==> config.mk <==
export PLATFORM = sky130hd
export DESIGN_NAME = icache_axi_refill_master
export DESIGN_NICKNAME = d
export VERILOG_FILES = /design/src/rtl/icache_axi_refill_master.sv
export SDC_FILE = /design/constraint.sdc
export NUM_CORES = 1
export LEC_CHECK = 0
export BUFFER_PORTS_ARGS = -buffer_cell sky130_fd_sc_hd__buf_2
export CAP_MARGIN = 20
export CORE_AREA = 2 2 187 189
export CTS_BUF_LIST = sky130_fd_sc_hd__clkbuf_16
export CTS_CLUSTER_SIZE = 20
export DETAILED_ROUTE_END_ITERATION = 10
export DIE_AREA = 0 0 189 191
export GPL_TIMING_DRIVEN = 0
export PLACE_DENSITY = 0.61
export SYNTH_ARGS = -nofsm -noshare
export SYNTH_HDL_FRONTEND = slang
export SYNTH_SLANG_ARGS = --single-unit
==> constraint.sdc <==
create_clock -name i_clk -period 26.2 [get_ports i_clk]
set_clock_uncertainty 0.2 [all_clocks]
set_input_delay 2.62 -clock i_clk [delete_from_list [all_inputs] [get_ports i_clk]]
set_output_delay 2.62 -clock i_clk [all_outputs]
set_load 0.005 [all_outputs]
==> src/rtl/icache_axi_refill_master.sv <==
// icache_axi_refill_master: AXI4 read master that fetches one I-cache line as a single INCR burst
// and returns it with a one-cycle done pulse. Rev 1.0
`default_nettype none

module icache_axi_refill_master #(
  parameter int ADDR_WIDTH     = 64,
  parameter int LINE_WIDTH     = 256,
  parameter int AXI_DATA_WIDTH = 64,
  parameter int ID_WIDTH       = 4,
  parameter int AXI_ID         = 0
) (
  input  logic                      i_clk,
  input  logic                      i_rst,
  input  logic                      i_mem_req,
  input  logic [ADDR_WIDTH-1:0]     i_addr,
  output logic                      o_mem_done,
  output logic [LINE_WIDTH-1:0]     o_line,
  output logic                      o_err,
  output logic                      o_arvalid,
  input  logic                      i_arready,
  output logic [ADDR_WIDTH-1:0]     o_araddr,
  output logic [7:0]                o_arlen,
  output logic [2:0]                o_arsize,
  output logic [1:0]                o_arburst,
  output logic [ID_WIDTH-1:0]       o_arid,
  input  logic                      i_rvalid,
  output logic                      o_rready,
  input  logic [AXI_DATA_WIDTH-1:0] i_rdata,
  input  logic [1:0]                i_rresp,
  input  logic                      i_rlast
);

  localparam int BEATS = LINE_WIDTH / AXI_DATA_WIDTH;
  localparam int CNT_W = (BEATS > 1) ? $clog2(BEATS) : 1;
  localparam logic [CNT_W-1:0] LAST_CNT = CNT_W'(BEATS - 1);

  typedef enum logic [1:0] {
    IDLE  = 2'd0,
    AR    = 2'd1,
    RDATA = 2'd2,
    DONE  = 2'd3
  } state_t;

  state_t           state;
  logic [CNT_W-1:0] cnt;
  logic             err_sticky;
  logic             beat_ok;
  logic             beat_last;
  logic             beat_bad;
  logic             unused_addr_bits;

  assign o_arlen   = 8'(BEATS - 1);
  assign o_arsize  = 3'($clog2(AXI_DATA_WIDTH / 8));
  assign o_arburst = 2'b01;
  assign o_arid    = ID_WIDTH'(AXI_ID);

  // Line offset bits are always forced to zero on the bus.
  assign unused_addr_bits = ^i_addr[4:0];

  assign beat_ok   = i_rvalid & o_rready;
  assign beat_last = (cnt == LAST_CNT);
  // A beat is bad on a non-OKAY response or when RLAST disagrees with our own beat count.
  assign beat_bad  = (i_rresp != 2'b00) | (i_rlast != beat_last);

  always_ff @(posedge i_clk or posedge i_rst) begin
    if (i_rst) begin
      state      <= IDLE;
      cnt        <= '0;
      err_sticky <= 1'b0;
      o_arvalid  <= 1'b0;
      o_araddr   <= '0;
      o_rready   <= 1'b0;
      o_mem_done <= 1'b0;
      o_err      <= 1'b0;
      o_line     <= '0;
    end else begin
      o_mem_done <= 1'b0;
      o_err      <= 1'b0;
      case (state)
        IDLE: begin
          if (i_mem_req) begin
            o_araddr   <= {i_addr[ADDR_WIDTH-1:5], 5'b0};
            err_sticky <= 1'b0;
            cnt        <= '0;
            o_arvalid  <= 1'b1;
            state      <= AR;
          end
        end
        AR: begin
          if (i_arready) begin
            o_arvalid <= 1'b0;
            o_rready  <= 1'b1;
            state     <= RDATA;
          end
        end
        RDATA: begin
          if (beat_ok) begin
            for (int i = 0; i < BEATS; i++) begin
              if (cnt == CNT_W'(i)) begin
                o_line[i*AXI_DATA_WIDTH +: AXI_DATA_WIDTH] <= i_rdata;
              end
            end
            cnt        <= cnt + 1'b1;
            err_sticky <= err_sticky | beat_bad;
            // Burst ends on our count, regardless of where RLAST appeared.
            if (beat_last) begin
              o_rready   <= 1'b0;
              o_mem_done <= 1'b1;
              o_err      <= err_sticky | beat_bad;
              state      <= DONE;
            end
          end
        end
        DONE: begin
          state <= IDLE;
        end
        default: begin
          state <= IDLE;
        end
      endcase
    end
  end

endmodule

`default_nettype wire

==> summary.md <==
The vias per cell was 4.61; the final total negative setup slack was 0 ps. The synthesized design contains 324 register bits. The final critical-path share of the clock period was 0.148. The critical path is of the reg2out type.

The vertical die dimension works out to 191 um. The critical-path cell with the highest stage delay is sky130_fd_sc_hd__dfrtp_1. After legalization and detailed placement, the total HPWL measured 23.2 mm.

Data arrives at the worst endpoint at 1060 ps. The initial antenna violation count was 2; the minimum clock period was 3880 ps. The logs give 6 for the number of detailed-routing iterations run before antenna repair and 36 for the total CTS buffers.

The via count of the first global-routing pass is 8353, and the area fraction of the dominant cell type after synthesis is 0.650. After layout, the design draws a total of 1.79 mW. Entering global routing, the biggest net connects 130 pins. In this run, post-CTS repair resized a total of 0 instances. Peak clock frequency supported by timing: 258 MHz. Setup violations remaining at the end of the flow were counted as 0. The worst-case IR drop observed on VDD is 0.0000651 V. Counting every sink on the clock net gives 324. 477 I/O pins were placed.

The maximum root-to-sink buffer count came out at 3. Dividing the detail-routed wire length by the instance count gives 18.5 um. At the end of the flow, the number of nets in the layout was 1401. For this run, the slowest stage of the critical path takes 410 ps. The number of placed instances, taps included, is 1675. Once placement finished, the instance area stood at 15400 sq um. Max-slew headroom at the worst pin: 0.530. The startpoint kind of the worst setup timing path is a flop. The routed design has 32.1 mm of wire. At the end of routability-driven placement, the weighted congestion stood at 0.772. The tools report the overall global routing resource usage as 0.173. For this run the aggregate overflow at the end of global routing stands at 0.

In this run the worst path has a maximum fanout of 5. The flow ran to the end, and the final reports show no timing, DRC or antenna violations. Setup repair after global routing left no endpoint under its margin. The tightest hold path in the finished design has a slack of 296 ps. The number of buffers and inverters on the critical path works out to 1. The biggest area contributor in the post-synthesis netlist is sky130_fd_sc_hd__dfrtp_1.

The final route contains 7991 vias. The run gives 0.365 as the effective utilization at floorplan. The number of setup buffers added after CTS is 0. Number of max-cap violations: 0. The critical path goes through buf_2. The count of buffers from port buffering came out at 449. The worst-skew pair later-pin latency was 500 ps. The analysis attributes to cell leakage a power of 8.83 nW.

Count of endpoints failing hold in the final timing report: 0. STA classifies the critical path endpoint as an output pin. The run gives 0.650 as the share of synthesized area occupied by flip-flops and latches. The top cell types in the final layout, fill and taps aside, are sky130_fd_sc_hd__buf_2, sky130_fd_sc_hd__dfrtp_1, sky130_fd_sc_hd__mux2_2, sky130_fd_sc_hd__clkbuf_16, sky130_fd_sc_hd__buf_6.

Clock-pin slew was measured on the worst setup and hold paths at 50 ps. The most used flip-flop cell after synthesis is sky130_fd_sc_hd__dfrtp_1. After the flow finishes, the layout carries non-filler instances totaling 1735.

The finished cells cover 16500 sq um. The post-synthesis average cell area was 16.6 sq um; the share of cells above drive strength 1 was 0.676. The detailed router's first-iteration violation count came out at 240. Ranked by total cell area, the synthesized netlist is headed by sky130_fd_sc_hd__dfrtp_1, sky130_fd_sc_hd__mux2_2, sky130_fd_sc_hd__buf_6, sky130_fd_sc_hd__buf_4, sky130_fd_sc_hd__ha_1.

The H-tree was split into 2 levels. Synthesis handed over a netlist of 749 instances. The tightest min-delay check is of the reg2reg type.

The die boundary width was 189 um; the number of buffers added to fix hold violations after cts was 0. The number of pins with negative max-slew slack in the final report was 0. The final standard cell utilization of the core is 0.483, and the summed instance area of the synthesized netlist is 12500 sq um. At the pin with the least slew margin, the transition time is 705 ps. The fraction of synthesis flops using an asynchronous set or reset pin works out to 1.00. Clock tree synthesis selected as its root buffer the cell sky130_fd_sc_hd__clkbuf_16.

TritonCTS built the clock tree. Yosys printed 0 warnings. The critical path data required time was 23380 ps; the number of synthesized flops with an enable pin was 0. The setup slack at placement is 21780 ps. The post-route antenna net violation count came out at 0.

Power spread over the standard cell area amounts to 108 nW/um^2. Most common library cell in the layout ignoring fill and taps: sky130_fd_sc_hd__buf_2. The post-synthesis cell type count is 27, and the area inside the core boundary is 34100 sq um. The die covers 36100 sq um. Family with the most delay on the worst path: flip-flops.

The floorplan has 68 rows. Relative to the synthesized area, the layout overhead comes to 32.3%. The first global-routing pass estimated 48.6 mm of wire.

For this run, design rule violations remaining after detail routing come to 0. The least setup slack across all paths after layout was 22320 ps.
==> flip-flops by register name, summed over array words and instances, names as in the netlist <==
register	cells
o_araddr	59
o_rready	1
state	2
o_arvalid	1
o_mem_done	1
o_line	256
cnt	2
o_err	1
err_sticky	1
==> synthesized netlist by cell type (3+ instances only) <==
library cell and n:
sky130_fd_sc_hd__buf_6 23, sky130_fd_sc_hd__nor2_1 3, sky130_fd_sc_hd__buf_2 4, sky130_fd_sc_hd__ha_1 7, sky130_fd_sc_hd__inv_1 8, sky130_fd_sc_hd__o21ai_0 6
sky130_fd_sc_hd__buf_1 4, sky130_fd_sc_hd__nand2_2 4, sky130_fd_sc_hd__mux2_2 315, sky130_fd_sc_hd__buf_4 22, sky130_fd_sc_hd__nand2_1 10, sky130_fd_sc_hd__dfrtp_1 324
==> cell type report <==
class,count,area [sq um]
Buffer,53,459
Timing Repair Buffer,451,2300
Multi-Input combinational cell,384,3940
Sequential cell,324,8110
Clock inverter,21,138
Tap cell,455,569
Fill cell,3094,17600
Clock buffer,37,926
Inverter,8,37.5
Antenna cell,2,5.00
==> metal layers <==
metal / track usage / up-vias / wire length [um]
li1: - / 3624 / -
met2: 0.301 / 335 / 15800
met1: 0.204 / 3966 / 12600
met5: 0 / - / 0
met4: 0.0625 / 0 / 983
met3: 0.0520 / 66 / 2620
==> power by group <==
group / leakage (nW) / total [mW] / switching (mW) / internal [mW]
registers: 4.13 / 0.780 / 0.0888 / 0.691
clock network: 0.555 / 0.462 / 0.190 / 0.272
logic: 4.14 / 0.546 / 0.231 / 0.314
==> logic make-up after synthesis <==
kind of cell    after synthesis  share of synthesized area
other cells                   2                   0.000603
flops                       324                      0.650
buf+inv                      61                     0.0392
mux                         315                      0.285
xor+xnor                      1                   0.000703
compound gates               13                    0.00663
fa+ha+maj                     7                    0.00703
simple gates                 26                     0.0107
==> worst paths after layout <==
path                               from           end  slack, ps  depth (start not counted)
setup / recovery               o_rready      o_rready      22320                          1
hold / removal             o_araddr[32]  o_araddr[32]        300                          1
setup reg to reg               state[0]    o_line[41]      23920                          7
hold reg to reg            o_araddr[32]  o_araddr[32]        300                          1
max in group asynchronous         i_rst   o_line[212]      22720                          3
min in group asynchronous         i_rst   o_araddr[5]       1990                          2
Power figures use the tool's default switching activity.
